--- config.mk ---
export PLATFORM = sky130hd
export DESIGN_NAME = fifo_rr_drain_sched
export DESIGN_NICKNAME = d
export VERILOG_FILES = /design/src/rtl/fifo_sched_pkg.sv /design/src/rtl/rr_pick.sv /design/src/rtl/fifo_rr_drain_sched.sv
export SDC_FILE = /design/constraint.sdc
export NUM_CORES = 1
export LEC_CHECK = 0
export BUFFER_PORTS_ARGS = -buffer_cell sky130_fd_sc_hd__clkbuf_2
export CAP_MARGIN = 10
export CELL_PAD_IN_SITES_DETAIL_PLACEMENT = 0
export CELL_PAD_IN_SITES_GLOBAL_PLACEMENT = 1
export CORE_MARGIN = 5
export CORE_UTILIZATION = 30
export CTS_CLUSTER_DIAMETER = 150
export CTS_CLUSTER_SIZE = 40
export DETAILED_ROUTE_END_ITERATION = 16
export GPL_ROUTABILITY_DRIVEN = 0
export PLACE_DENSITY_LB_ADDON = 0.1
export RECOVER_POWER = 50
export SYNTH_ARGS = -nofsm -noshare
export SYNTH_HDL_FRONTEND = slang
export SYNTH_SLANG_ARGS = --single-unit
--- constraint.sdc ---
create_clock -name clk -period 1.3 [get_ports clk]
set_input_delay 0.26 -clock clk [delete_from_list [all_inputs] [get_ports clk]]
set_output_delay 0.26 -clock clk [all_outputs]
set_load 0.01 [all_outputs]
--- src/rtl/fifo_sched_pkg.sv ---
// Shared types and width helpers for the round-robin fifo drain scheduler.
package fifo_sched_pkg;

    typedef enum logic [0:0] {
        IDLE  = 1'b0,
        SERVE = 1'b1
    } state_e;

    // Bits needed to index n items, never less than one bit.
    function automatic int clog2_min1(input int n);
        int w;
        w = 1;
        for (int i = 1; i < 31; i++) begin
            if ((32'sd1 <<< i) < n) begin
                w = i + 1;
            end else begin
                w = w;
            end
        end
        return w;
    endfunction

endpackage

--- src/rtl/rr_pick.sv ---
// Rotating priority encoder: first requesting port after i_last, wrapping modulo N_PORTS.
module rr_pick
    import fifo_sched_pkg::*;
#(
    parameter int N_PORTS = 4,
    parameter int SRC_W   = clog2_min1(N_PORTS)
) (
    input  logic [N_PORTS-1:0] i_req,
    input  logic [SRC_W-1:0]   i_last,
    output logic [SRC_W-1:0]   o_gnt_idx,
    output logic               o_gnt_any
);

    int w_idx;

    // Walk offsets from farthest to nearest so the nearest requester after i_last wins.
    always_comb begin
        o_gnt_idx = '0;
        o_gnt_any = 1'b0;
        w_idx     = 0;
        for (int off = N_PORTS; off >= 1; off--) begin
            w_idx = int'(i_last) + off;
            if (w_idx >= N_PORTS) begin
                w_idx = w_idx - N_PORTS;
            end else begin
                w_idx = w_idx;
            end
            if (w_idx >= N_PORTS) begin
                w_idx = w_idx - N_PORTS;
            end else begin
                w_idx = w_idx;
            end
            if (i_req[w_idx[SRC_W-1:0]]) begin
                o_gnt_idx = w_idx[SRC_W-1:0];
                o_gnt_any = 1'b1;
            end else begin
                o_gnt_any = o_gnt_any;
            end
        end
    end

endmodule

--- src/rtl/fifo_rr_drain_sched.sv ---
// Drains N_PORTS fifos into one valid/ready stream, round-robin with bursts of up to BURST_LEN.
module fifo_rr_drain_sched
    import fifo_sched_pkg::*;
#(
    parameter  int N_PORTS    = 4,
    parameter  int DATA_WIDTH = 16,
    parameter  int BURST_LEN  = 4,
    localparam int SRC_W      = clog2_min1(N_PORTS)
) (
    input  logic                          clk,
    input  logic                          reset,
    input  logic                          i_en,
    input  logic [N_PORTS-1:0]            i_fifo_empty,
    output logic [N_PORTS-1:0]            o_fifo_rd_en,
    input  logic [N_PORTS*DATA_WIDTH-1:0] i_fifo_dout,
    output logic [DATA_WIDTH-1:0]         o_out_data,
    output logic [SRC_W-1:0]              o_out_src,
    output logic                          o_out_valid,
    input  logic                          i_out_ready,
    output logic                          o_busy
);

    localparam int CNT_W = clog2_min1(BURST_LEN + 1);

    state_e                r_state;
    logic [SRC_W-1:0]      r_last_grant;
    logic [SRC_W-1:0]      r_cur;
    logic [CNT_W-1:0]      r_burst_cnt;
    logic                  r_out_valid;
    logic [DATA_WIDTH-1:0] r_out_data;
    logic [SRC_W-1:0]      r_out_src;

    logic                  w_can_load;
    logic                  w_cur_empty;
    logic                  w_rd;
    logic                  w_burst_last;
    logic [DATA_WIDTH-1:0] w_dout;
    logic [SRC_W-1:0]      w_gnt_idx;
    logic                  w_gnt_any;

    rr_pick #(
        .N_PORTS (N_PORTS),
        .SRC_W   (SRC_W)
    ) u_rr_pick (
        .i_req     (~i_fifo_empty),
        .i_last    (r_last_grant),
        .o_gnt_idx (w_gnt_idx),
        .o_gnt_any (w_gnt_any)
    );

    assign w_can_load   = !r_out_valid || i_out_ready;
    assign w_burst_last = (r_burst_cnt == CNT_W'(BURST_LEN - 1));
    assign w_rd         = !reset && (r_state == SERVE) && i_en && !w_cur_empty && w_can_load;

    // Select the current port's empty flag and data; an out-of-range index reads as empty.
    always_comb begin
        w_cur_empty = 1'b1;
        w_dout      = '0;
        for (int k = 0; k < N_PORTS; k++) begin
            if (r_cur == SRC_W'(k)) begin
                w_cur_empty = i_fifo_empty[k];
                w_dout      = i_fifo_dout[k*DATA_WIDTH +: DATA_WIDTH];
            end else begin
                w_cur_empty = w_cur_empty;
            end
        end
    end

    // One-hot read strobe towards the granted fifo.
    always_comb begin
        o_fifo_rd_en = '0;
        for (int k = 0; k < N_PORTS; k++) begin
            o_fifo_rd_en[k] = w_rd && (r_cur == SRC_W'(k));
        end
    end

    // Arbitration FSM: one IDLE cycle to pick, then SERVE until empty, disabled or burst done.
    always_ff @(posedge clk) begin
        if (reset) begin
            r_state      <= IDLE;
            r_last_grant <= SRC_W'(N_PORTS - 1);
            r_cur        <= '0;
            r_burst_cnt  <= '0;
        end else begin
            case (r_state)
                IDLE: begin
                    if (i_en && w_gnt_any) begin
                        r_cur       <= w_gnt_idx;
                        r_burst_cnt <= '0;
                        r_state     <= SERVE;
                    end else begin
                        r_state <= IDLE;
                    end
                end
                SERVE: begin
                    if (!i_en || w_cur_empty) begin
                        r_last_grant <= r_cur;
                        r_state      <= IDLE;
                    end else if (w_can_load) begin
                        if (w_burst_last) begin
                            r_burst_cnt  <= '0;
                            r_last_grant <= r_cur;
                            r_state      <= IDLE;
                        end else begin
                            r_burst_cnt <= r_burst_cnt + CNT_W'(1);
                        end
                    end else begin
                        r_state <= SERVE;
                    end
                end
                default: begin
                    r_state <= IDLE;
                end
            endcase
        end
    end

    // Output register: load on a read, otherwise drop valid once the word is taken.
    always_ff @(posedge clk) begin
        if (reset) begin
            r_out_valid <= 1'b0;
            r_out_data  <= '0;
            r_out_src   <= '0;
        end else if (w_rd) begin
            r_out_valid <= 1'b1;
            r_out_data  <= w_dout;
            r_out_src   <= r_cur;
        end else if (r_out_valid && i_out_ready) begin
            r_out_valid <= 1'b0;
        end else begin
            r_out_valid <= r_out_valid;
        end
    end

    assign o_out_valid = r_out_valid;
    assign o_out_data  = r_out_data;
    assign o_out_src   = r_out_src;
    assign o_busy      = (r_state == SERVE);

endmodule

# Word level (Yosys, flattened, before mapping)
# Cells that the tools add are included.
# totals
word_cells	111
reg_bits	27
input_bits	72
memories	0
mem_bits_rw	0
mem_bits_ro	0
latch_bits	0
# op_classes
n_addsub	13
reduce_logical	23
magnitude_cmp	12
n_bitwise	2
eq_ne	7
shifts	0
n_mux	47
n_div	0
mul	0
# op_table
op	n
greater-or-equal comparator 32 x 4 -> 1 bit, second input constant	8
two-way mux 32 bit	4
subtractor 32 x 4 -> 32 bit, second input constant	4
two-way mux 16 bit	4
two-way mux 2 bit	11
two-way mux 1 bit	18
< comparator 2 x 3 -> 1 bit, second input constant	4
two-way mux 3 bit	4
logical AND 1 bit	10
binary-select mux 1 bit (select 2 bit)	4
subtractor 2 x 1 -> 2 bit, second input constant	4
adder 2 x 2 -> 3 bit, second input constant	2
one-hot mux 3 bit (2 select lines)	1
AND reduction 3 bit	2
nonzero test 2 bit	3
adder 2 x 3 -> 4 bit, second input constant	1
equality test 2 bit, second input constant	2
zero test 1 bit	4
!= test 2 bit, second input constant	2
inverter 4 bit	1
adder 2 x 1 -> 3 bit, second input constant	1
adder 3 x 1 -> 3 bit, second input constant	1
equality test 3 x 2 -> 1 bit, second input constant	1
equality test 2 x 1 -> 1 bit, second input constant	1
6 further kinds	7

# Depth between registers and ports, before layout
# Gate-level depths: netlist (run 1).
# depth
ltp_word	14
depth_mapped	7
depth_no_buf	5

# Cells and area by module
# Synthesis (run 1) repeated with hierarchy kept, for this count alone.
# hier_totals
cells_unflattened	180
area_unflattened_um2	1716.6
# modules_own_cells
mod	area_each_um2	cells_per_inst	n_inst	seq_area_each_um2
fifo_rr_drain_sched	1625.3	166	1	540.5
rr_pick	91.3	14	1	0.0

# Worst setup path before layout (run 1)
# Ideal clock, no wire load.
# synth_timing
kind	register to output
from	register r_cur[0]
to	output port o_fifo_rd_en[0]
path_stages_with_launch	6
arrival_ns	1.365
required_ns	1.040
slack_ns	-0.325
cell_sequence	dfxtp_1 -> buf_6 -> mux2i_2 -> a32o_2 -> nand2_2 -> nor4_1
# synth_between
elab_chain_len	9
elab_cells_between_ends	12
cone_classes	eq/ne: 3; mux: 4; reduce/logical: 5
# synth_rtl
item	line_no	rtl
from (decl)	fifo_rr_drain_sched.sv:27	logic [SRC_W-1:0] r_cur;
from (signal assigned)	fifo_rr_drain_sched.sv:88	r_cur <= w_gnt_idx;
zero test 2 bit	fifo_rr_drain_sched.sv:60, fifo_rr_drain_sched.sv:73	
two-way mux 1 bit (4 in series)	fifo_rr_drain_sched.sv:60	if (r_cur == SRC_W'(k)) begin
zero test 1 bit	fifo_rr_drain_sched.sv:53	assign w_rd = !reset && (r_state == SERVE) && i_en && !w_cur_empty && w_can_load;
logical AND 1 bit (2 in series)	fifo_rr_drain_sched.sv:53	
logical AND 1 bit (*)	fifo_rr_drain_sched.sv:73	o_fifo_rd_en[k] = w_rd && (r_cur == SRC_W'(k));
to (decl)	fifo_rr_drain_sched.sv:14	output logic [N_PORTS-1:0] o_fifo_rd_en,
# Every way passes the cells marked *; elsewhere a longest branch is shown, timed or not.

# Worst setup path in the final report (run 1)
# layout_timing
from	register r_cur[0]
to	output port o_fifo_rd_en[2]
# layout_between
elab_chain_len	9
elab_cells_between_ends	12
cone_classes	eq/ne: 3; mux: 4; reduce/logical: 5
# layout_rtl
item	line_no
zero test 2 bit	fifo_rr_drain_sched.sv:60
two-way mux 1 bit (4 in series)	fifo_rr_drain_sched.sv:60
zero test 1 bit	fifo_rr_drain_sched.sv:53
logical AND 1 bit (2 in series)	fifo_rr_drain_sched.sv:53
logical AND 1 bit (*)	fifo_rr_drain_sched.sv:73
# Marked as above.

==> results.toml, run 1 <==
[layout]
multiInputGateArea_um2 = 1210
final-seq-area_um2 = 549
drive_gt1_share_pct = 64.4
fin_util_pct = 48.6
layout_commonest_cell = "clkbuf_2"
n_fill_cell = 582
diodes = 0
instances_no_fill = 370
final_cell_mix = "clkbuf_2 (81), buf_4 (26), dfxtp_1 (24)"
fin_nets = 369
area_delta_synth_final_pct = 58.4

[sta]
final_max_slew_viol_count = 0
fin_setup_tns_ns = -7.60
slew_headroom_pct = 77.8
setup_viol = 30
fmax_ghz = 0.525
setup_slack_ns = -0.605
finalHoldViolCount = 0
fin_worst_skew_ns = 0.00901
period_needed_ns = 1.90
worst_slew_pin_slew_ns = 0.333
rsz0062_at_grt = "true"
period_share_pct = 147
fin_hold_ws_ns = 0.380

[floorplan]
coreArea_um2 = 5890
dieHeight_um = 87.6
io_pins = 96
fp-row-count = 28
dieArea_um2 = 7670
initial_core_util_pct = 30.7
die_w_um = 87.6

[clocking]
cts_buffer_depth = 2
cts_hold_buf = 0
cts_buffers = 3
clk_pin_slew_ns = 0.09
cts_tree = "built"
cts.sinks = 27
cts-root-buf = "clkbuf_8"
clk_latency_ns = 0.28
cts_htree_levels = 1

[drt]
ant_nets = 0
via_per_inst = 5.08
firstDrtPassIters = 4
drtIter0Drc = 52
wl_per_cell_um = 16.6
drt-total-wl_um = 6140
drc = 0
vias = 1879

[worst_setup_path]
start_kind = "flip-flop"
crit_path_end_kind = "output port"
critPathKind = "flip-flop to output port"
crit_start = "r_cur[0]"
cp_max_fo = 5
cp_data_required_time_ns = 1.04
crit_arrival_ns = 1.64
reg2reg_from = "r_cur[0]"

[grt]
gr-total-overflow = 0
grt_pass1_vias = 1905
grt_max_degree = 21
grt_pass1_wl_um = 9580
antenna_found_initial = 0
grtUsageTotal_pct = 15.8

[yosys]
synthTopCellsByArea = "dfxtp_1 (30%), mux4_2 (17%), nand3_2 (5.5%), a21oi_2 (4.9%), a21oi_1 (3.6%)"
syn-num-nets = 243
synth_ff_type = "dfxtp_1"
synth_xor_area_share_pct = 0
ys.warnings.count = 0
synth_fa_ha_area_share_pct = 0.693
ys_types = 45
synth-compound-area-share_pct = 23.5
synth_top_area_share_pct = 29.9
synth-seq-area-share_pct = 29.9
yosys.area_share.simple_pct = 15.0
synthMuxAreaShare_pct = 21.9
syn-instance-count = 170
synth_edf_count = 0
ys_ff_latch = 27
syn-mean-instance-area_um2 = 10.6
synth_top_area_cell = "dfxtp_1"
synth-async-reset-ratio_pct = 0
syn_area_um2 = 1810
synth_top_family_by_area = "compound AO/OA/AOI/OAI gates"

[place]
dp_hpwl_um = 4440
placed_cells = 353
port_buffers = 95
post-place-ws_ns = -0.348

[hold_path]
worstHoldStart = "i_fifo_empty[3]"
hold_class = "input port to flip-flop"

[power_and_ir_drop]
power_leakage_uw = 0.00118
powerDensity_nw_per_um2 = 720
vdd_drop_max_mv = 0.387

[status]
status = "complete, but fails checks"
violations = "setup timing"

[flow_run]
drv_cap = 0
-- flip-flops by register name, indices dropped and copies added, names as in the netlist --
name	count
o_out_data	16
r_burst_cnt	3
o_out_src	2
r_cur	2
r_last_grant	2
o_busy	1
o_out_valid	1
-- metal layers --
layer / global-route usage [%] / share of wire (%) / up-vias / routed length [µm]
li1: - / - / 919 / -
met1: 20.9 / 43 / 904 / 2660
met2: 26.2 / 49 / 52 / 3020
met3: 3.67 / 6.5 / 4 / 396
met4: 3.49 / 0.95 / 0 / 58
met5: 0 / 0 / - / 0
-- power breakdown --
group	leakage, µW	internal [µW]	switching [µW]
clock network	0.0000260	220	288
logic	0.000935	384	288
registers	0.000221	856	24.7
total	0.00118	1460	601
-- logic make-up after synthesis --
logic type,count (synthesis)
buffers and inverters,23
AOI/OAI and AO/OA,62
DFF,27
adders and majority gates,1
muxes,18
and+or+nand+nor,39
-- timing repair --
| action | in CTS | in global routing |
|---|---|---|
| pin swaps | 7 | 15 |
| gates resized for setup | 22 | 29 |
| gates cloned | 3 | 2 |
| buffers inserted | 4 | 5 |
| setup endpoints to repair | 30 | 31 |
-- area by class of cell --
type,instances,area share (%)
clock inverters,1,0.219
multi-input cells,120,42.4
clock buffers,3,1.44
inverters,6,0.787
well taps,75,3.28
repair buffers,138,32.7
flip-flops and latches,27,19.2
-- final timing paths --
kind,cells past startpoint,slack [ns],endpoint
hold / removal,3,0.38,r_cur[1]
hold reg to reg,2,0.47,o_out_data[3]
setup reg to reg,7,-0.28,o_busy
setup / recovery,5,-0.60,o_fifo_rd_en[2]
-- Yosys cell counts (2+ instances only) --
cell type      number
inv_1               6
nor3_1              2
mux2i_2             2
dlygate4sd1_1       2
nor2_1              2
o211ai_1            4
nor2b_1             3
o21ai_0            12
o21a_1              2
a21oi_1            13
buf_2               8
a41o_1              2
mux4_2             14
nand3_1             8
dfxtp_1            27
o21ai_1             9
mux4_1              2
nand2_1             3
nor4_1              2
nand2b_1            2
a21oi_2            10
nand3_2            10
buf_6               3
-- critical path, cell delays in order (launching register included) --
cell and delay [ns]:
dfxtp_4 0.40, mux2i_4 0.23, a32o_2 0.23, nand2_4 0.09, nor4b_4 0.24, buf_2 0.17
-- metrics by stage --
step / cell area (µm²) / power [µW]
after floorplan: 1870 / 1230
after global placement: 2530 / 1470
after detailed placement: 2530 / 1470
after CTS: 2760 / 2050
after global routing: 2860 / 2190
final: 2860 / 2060
No activity file was read; power rests on OpenSTA's default activity.
==> inputs of run 2 (changes only) <==
--- a/config.mk
+++ b/config.mk
@@ -5,12 +5,14 @@
 export SDC_FILE = /design/constraint.sdc
 export NUM_CORES = 1
 export LEC_CHECK = 0
+export ABC_AREA = 1
+export ABC_CLOCK_PERIOD_IN_PS = 1300
 export BUFFER_PORTS_ARGS = -buffer_cell sky130_fd_sc_hd__clkbuf_2
 export CAP_MARGIN = 10
 export CELL_PAD_IN_SITES_DETAIL_PLACEMENT = 0
 export CELL_PAD_IN_SITES_GLOBAL_PLACEMENT = 1
 export CORE_MARGIN = 5
-export CORE_UTILIZATION = 30
+export CORE_UTILIZATION = 26
 export CTS_CLUSTER_DIAMETER = 150
 export CTS_CLUSTER_SIZE = 40
 export DETAILED_ROUTE_END_ITERATION = 16
==> run 2 against run 1 <==
Sequential power rose by 6.5%. The run still ends with setup timing left. Register-to-register slack better by 0.06 ns. Hold slack lost 0.17 ns. Non-clock buffer count rose by 11.
==> results.toml, run 2 <==
[floorplan]
dieHeight_um = 91.6
dieArea_um2 = 8390
fp-row-count = 29
die_w_um = 91.6
initial_core_util_pct = 27.0
io_pins = 96
coreArea_um2 = 6420

[grt]
gr-total-overflow = 0
grt_max_degree = 17
grtUsageTotal_pct = 16.1
antenna_found_initial = 0
grt_pass1_wl_um = 11100
grt_pass1_vias = 2317

[place]
dp_hpwl_um = 5070
port_buffers = 95
postPlaceCellArea_um2 = 2600

[clocking]
cts_buffer_depth = 2
cts_tree = "built"
cts-root-buf = "clkbuf_8"
cts_htree_levels = 1
cts_hold_buf = 0
cts.sinks = 27
cts_buffers = 3
clk_pin_slew_ns = 0.10
clk_latency_ns = 0.27

[layout]
diodes = 0
final_cell_mix = "clkbuf_2 (81), nand2_1 (56), nand3_1 (52)"
drive_gt1_share_pct = 52.4
n_fill_cell = 669
area_delta_synth_final_pct = 76.5
layout_commonest_cell = "clkbuf_2"
largest_reg_flops = 16
fin_nets = 490
final_design_area_no_fill_um2 = 3060

[drt]
wl_per_cell_um = 13.5
vias = 2292
ant_nets = 0
drt-total-wl_um = 6650
firstDrtPassIters = 4
drtIter0Drc = 83
drc = 0
via_per_inst = 4.65

[sta]
fin_worst_skew_ns = 0.00805
final_max_slew_viol_count = 0
slew_headroom_pct = 76.6
rsz0062_at_grt = "true"
setup_viol = 29
worst_slew_pin_slew_ns = 0.350
finalHoldViolCount = 0
fmax_ghz = 0.531
period_needed_ns = 1.88
period_share_pct = 145
setup_slack_ns = -0.582

[flow_run]
drv_cap = 0

[yosys]
ys_types = 22
syn-mean-instance-area_um2 = 6.30
synthTopCellsByArea = "dfxtp_1 (31%), nand2_1 (19%), nand3_1 (17%), a21oi_1 (6.4%), o21ai_2 (3.5%)"
ys_ff_latch = 27
syn-num-nets = 348
ys.warnings.count = 0
synth_ff_type = "dfxtp_1"
syn-instance-count = 275
synth_top_area_cell = "dfxtp_1"
synth-seq-area-share_pct = 31.2
yosysMostFrequentCell = "nand2_1"
synthTopCellsByCount = "nand2_1 (88), nand3_1 (58), dfxtp_1 (27)"
synth_edf_count = 0
synth_top_area_share_pct = 31.2
syn_area_um2 = 1730
synth-async-reset-ratio_pct = 0

[hold_path]
hold_class = "input port to flip-flop"
worstHoldStart = "reset"

[power_and_ir_drop]
vdd_drop_max_mv = 0.401
powerDensity_nw_per_um2 = 903
power_leakage_uw = 0.00158
totalPowerFinal_uw = 2760

[worst_setup_path]
crit_path_end_kind = "output port"
reg2reg_from = "r_cur[1]"
cp_data_required_time_ns = 1.04
crit_start = "r_cur[1]"
cp_max_fo = 4
start_kind = "flip-flop"
crit_arrival_ns = 1.62
critPathKind = "flip-flop to output port"

[status]
status = "complete, but fails checks"
violations = "setup timing"
run 2: kinds of logic (layout without fill, tap and decap cells):
| logic type | Yosys count | after routing | share of synthesized area [%] |
|---|---|---|---|
| flip-flops | 27 | 27 | 31.2 |
| AO/OA/AOI/OAI | 43 | 43 | 14.4 |
| AND/OR/NAND/NOR | 169 | 170 | 44.3 |
| buffers and inverters | 35 | 175 | 9.39 |
| adder cells (fa/ha/maj) | 1 | 1 | 0.722 |
run 2: metrics by stage:
stage	hold WS [ns]	cells	utilization, %	setup WS (ns)	TNS [ns]
after global routing	0.204	493	47.6	-0.695	-9.39
final	0.214	493	47.6	-0.582	-6.67
after floorplan	0.329	275	-	-0.325	-2.26
after CTS	0.222	488	45.4	-0.617	-7.31
after global placement	0.429	474	40.5	-0.323	-6.51
after detailed placement	0.437	474	40.5	-0.372	-7.51
run 2: critical path, stage by stage, from the launching register on:
cell and delay (ns):
dfxtp_4 0.37, buf_12 0.13, nand2_8 0.06, inv_6 0.03, nand2_4 0.04, nand2_2 0.05, inv_2 0.07, nand4_4 0.09
nor2_4 0.17, nand2_2 0.09, nor2_2 0.12, buf_2 0.14
run 2: repair_timing:
item | 4_1_cts | 5_1_grt
pin swaps | 24 | 15
resized for setup | 46 | 37
gates cloned | 3 | 0
endpoints found under the hold margin | 0 | 0
setup buffers | 7 | 5
endpoints found under the setup margin | 31 | 31
run 2: worst paths after layout:
path                            cells past startpoint  slack, ns              end
worst min register to register                      2       0.45   r_burst_cnt[2]
worst min-delay path                                2       0.21           o_busy
worst max-delay path                               11      -0.58  o_fifo_rd_en[2]
worst max register to register                     11      -0.22     o_out_src[0]
run 2: power by group:
| part | internal, µW | leakage (µW) | switching, µW |
|---|---|---|---|
| Sequential | 882 | 0.000221 | 56.0 |
| Clock | 215 | 0.0000255 | 263 |
| Combinational | 633 | 0.00133 | 712 |
run 2: area by class of cell:
| type | count | area (µm²) | share of cell area [%] |
|---|---|---|---|
| inverters | 22 | 96.3 | 3.15 |
| multi-input cells | 214 | 1290 | 42.1 |
| clock buffers | 3 | 41.3 | 1.35 |
| flip-flops and latches | 27 | 557 | 18.2 |
| well taps | 77 | 96.3 | 3.15 |
| repair buffers | 149 | 973 | 31.8 |
| clock inverters | 1 | 5.00 | 0.164 |
run 2: layer usage:
layer / vias up / track usage (%) / wire (µm)
met4: 0 / 4.15 / 69
met1: 1033 / 18.3 / 2700
li1: 1196 / - / -
met3: 4 / 3.93 / 405
met2: 59 / 29.9 / 3480
met5: - / 0 / 0
==> inputs of run 3 (changes only) <==
--- a/config.mk
+++ b/config.mk
@@ -12,13 +12,15 @@
 export CELL_PAD_IN_SITES_DETAIL_PLACEMENT = 0
 export CELL_PAD_IN_SITES_GLOBAL_PLACEMENT = 1
 export CORE_MARGIN = 5
-export CORE_UTILIZATION = 26
+export CORE_UTILIZATION = 27
 export CTS_CLUSTER_DIAMETER = 150
 export CTS_CLUSTER_SIZE = 40
 export DETAILED_ROUTE_END_ITERATION = 16
 export GPL_ROUTABILITY_DRIVEN = 0
 export PLACE_DENSITY_LB_ADDON = 0.1
 export RECOVER_POWER = 50
+export REMOVE_ABC_BUFFERS = 1
 export SYNTH_ARGS = -nofsm -noshare
 export SYNTH_HDL_FRONTEND = slang
+export SYNTH_HIERARCHICAL = 1
 export SYNTH_SLANG_ARGS = --single-unit
==> run 3 against run 2 <==
The flow still finishes with violations (setup timing). Combinational power is 12% lower. Die area barely moved. Non-clock buffer count is 3 lower. Cell count fell by 1.6%. Hold slack got worse by 0.011 ns. Synthesized area is 3.8% higher. Synthesized cell count down 0.36%.
==> results.toml, run 3 <==
[status]
status = "complete, but fails checks"
violations = "setup timing"

[yosys]
synth_fa_ha_area_share_pct = 0.696
syn-instance-count = 274
ys.warnings.count = 6
ys_ff_latch = 27
synthTopCellsByCount = "nand2_1 (74), nand3_1 (58), dfxtp_1 (27)"
synth_top_area_cell = "dfxtp_1"
synth_xor_area_share_pct = 0
synth_edf_count = 0
synth_ff_type = "dfxtp_1"
ys_types = 25
synthTopCellsByArea = "dfxtp_1 (30%), nand3_1 (16%), nand2_1 (15%), o21ai_2 (8.3%), a21oi_1 (6.1%)"
synthMuxAreaShare_pct = 0
yosysMostFrequentCell = "nand2_1"
syn_area_um2 = 1800
synth_top_area_share_pct = 30.1
yosys.area_share.simple_pct = 41.4
synth-compound-area-share_pct = 17.3
syn-mean-instance-area_um2 = 6.56
synth-async-reset-ratio_pct = 0
synth_top_family_by_area = "simple AND/OR/NAND/NOR gates"
synth-seq-area-share_pct = 30.1

[layout]
final_cell_mix = "clkbuf_2 (80), nand2_1 (52), nand3_1 (39)"
diodes = 0
drive_gt1_share_pct = 56.6
final_design_area_no_fill_um2 = 3110
fin_util_pct = 48.4
fin_nets = 482
largest_reg_flops = 16
n_fill_cell = 687
layout_commonest_cell = "clkbuf_2"
area_delta_synth_final_pct = 73.0

[grt]
grtUsageTotal_pct = 16.1
antenna_found_initial = 0
grt_pass1_vias = 2425
grt_pass1_wl_um = 11100
gr-total-overflow = 0
grt_max_degree = 24

[clocking]
cts-root-buf = "clkbuf_8"
cts_hold_buf = 0
cts_htree_levels = 1
clk_latency_ns = 0.28
cts.sinks = 27
cts_buffers = 3
cts_tree = "built"
cts_buffer_depth = 2
clk_pin_slew_ns = 0.10

[worst_setup_path]
crit_path_max_incr_delay_ns = 0.41
cp_common_cell = "nand3_2"
cp_data_required_time_ns = 1.04
cp_slowest_cell = "dfxtp_4"
path_depth = 9
crit_arrival_ns = 1.59
reg2regPathDepth = 11
start_kind = "flip-flop"
cp_max_fo = 5
path_delay_family = "simple AND/OR/NAND/NOR gates"
crit_chain = "inv_2 -> nand3_2 -> nand3_2 -> nand2_2 -> nand3_4 -> nor2_4 -> nand2_4 -> nor3_4 -> buf_2"
critPathKind = "flip-flop to output port"
cp_num_buf_inv = 2
crit_path_end_kind = "output port"

[drt]
vias = 2256
drc = 0
drt-total-wl_um = 6620
wl_per_cell_um = 13.7
met2_length_um = 3490
wl_met1_um = 2620
via_per_inst = 4.65
ant_nets = 0
wl_met3_um = 433
drtIter0Drc = 43
highest_layer = "met4"
firstDrtPassIters = 4

[sta]
setup_viol = 29
worst_slew_pin_slew_ns = 0.322
rsz0062_at_grt = "true"
finalHoldViolCount = 0
slew_headroom_pct = 78.5
period_needed_ns = 1.85
fin_worst_skew_ns = 0.0114
final_max_slew_viol_count = 0
setup_slack_ns = -0.547
fin_setup_tns_ns = -6.88
fmax_ghz = 0.541
period_share_pct = 142

[floorplan]
io_pins = 96
fp-row-count = 29
coreArea_um2 = 6420
dieHeight_um = 91.6
dieArea_um2 = 8390
initial_core_util_pct = 28.0
die_w_um = 91.6

[power_and_ir_drop]
net-switching-power_uw = 944
clkPwrFrac_pct = 18.8
seqPwrFrac_pct = 35.9
p_comb_share_pct = 45.3
power_leakage_uw = 0.00156
vdd_drop_max_mv = 0.460
p_int_uw = 1650
switching_share_pct = 36.3
powerDensity_nw_per_um2 = 836

[place]
port_buffers = 95
postPlaceCellArea_um2 = 2600
dp_hpwl_um = 4790

[hold_path]
hold_depth = 2
hold_class = "input port to flip-flop"

[flow_run]
drv_cap = 0
run 3: layout make-up:
class / count / area, µm² / area share [%]
clock buffer: 4 / 45.0 / 1.45
inverter: 22 / 90.1 / 2.90
multi-input combinational: 209 / 1340 / 43.0
sequential: 27 / 554 / 17.8
tap: 77 / 96.3 / 3.10
timing repair buffer: 146 / 985 / 31.7
run 3: metal layers:
metal / vias to the layer above / global-route usage (%)
li1: 1176 / -
met1: 1016 / 18.1
met2: 58 / 29.5
met3: 6 / 4.79
met4: 0 / 3.77
met5: - / 0
run 3: worst paths after layout:
check | from | slack [ns] | to
setup / recovery | r_cur[0] | -0.55 | o_fifo_rd_en[0]
hold / removal | reset | 0.20 | o_busy
setup reg to reg | r_cur[0] | -0.26 | o_out_data[14]
hold reg to reg | o_out_data[6] | 0.47 | o_out_data[6]
run 3: cells by family after synthesis:
| group | Yosys count |
|---|---|
| buf+inv | 38 |
| fa+ha+maj | 1 |
| compound gates | 47 |
| flops | 27 |
| simple gates | 161 |
run 3: worst reg2reg max path, cell delays in order (launching register included):
cell     delay, ns
dfxtp_4       0.41
inv_2         0.05
nand3_2       0.06
nand3_2       0.07
nand2_2       0.10
buf_4         0.11
buf_6         0.10
nand4_1       0.11
buf_6         0.16
buf_12        0.14
nand3_1       0.08
o21ai_2       0.05
run 3: repair_timing:
| item | in CTS | in global routing |
|---|---|---|
| setup buffers | 8 | 3 |
| resized for setup | 45 | 63 |
| endpoints found under the setup margin | 30 | 31 |
| cloned | 2 | 1 |
| pin swaps | 14 | 15 |
run 3: power by group through the flow:
| stage | registers, µW | clock network [µW] | logic, µW |
|---|---|---|---|
| floorplan | 964 | 0 | 463 |
| global placement | 931 | 0 | 940 |
| detailed placement | 932 | 0 | 942 |
| CTS | 921 | 508 | 1060 |
| global route | 941 | 540 | 1310 |
| finish | 933 | 488 | 1180 |
run 3: per-stage QoR:
step           cells  total power, µW  worst slack [ns]  hold slack (ns)
3_3_place_gp     469             1870            -0.301            0.455
3_5_place_dp     469             1870            -0.342            0.458
4_1_cts          483             2480            -0.548            0.207
2_1_floorplan    258             1430            -0.925            0.329
6_report         485             2600            -0.547            0.203
5_1_grt          485             2790            -0.651            0.187
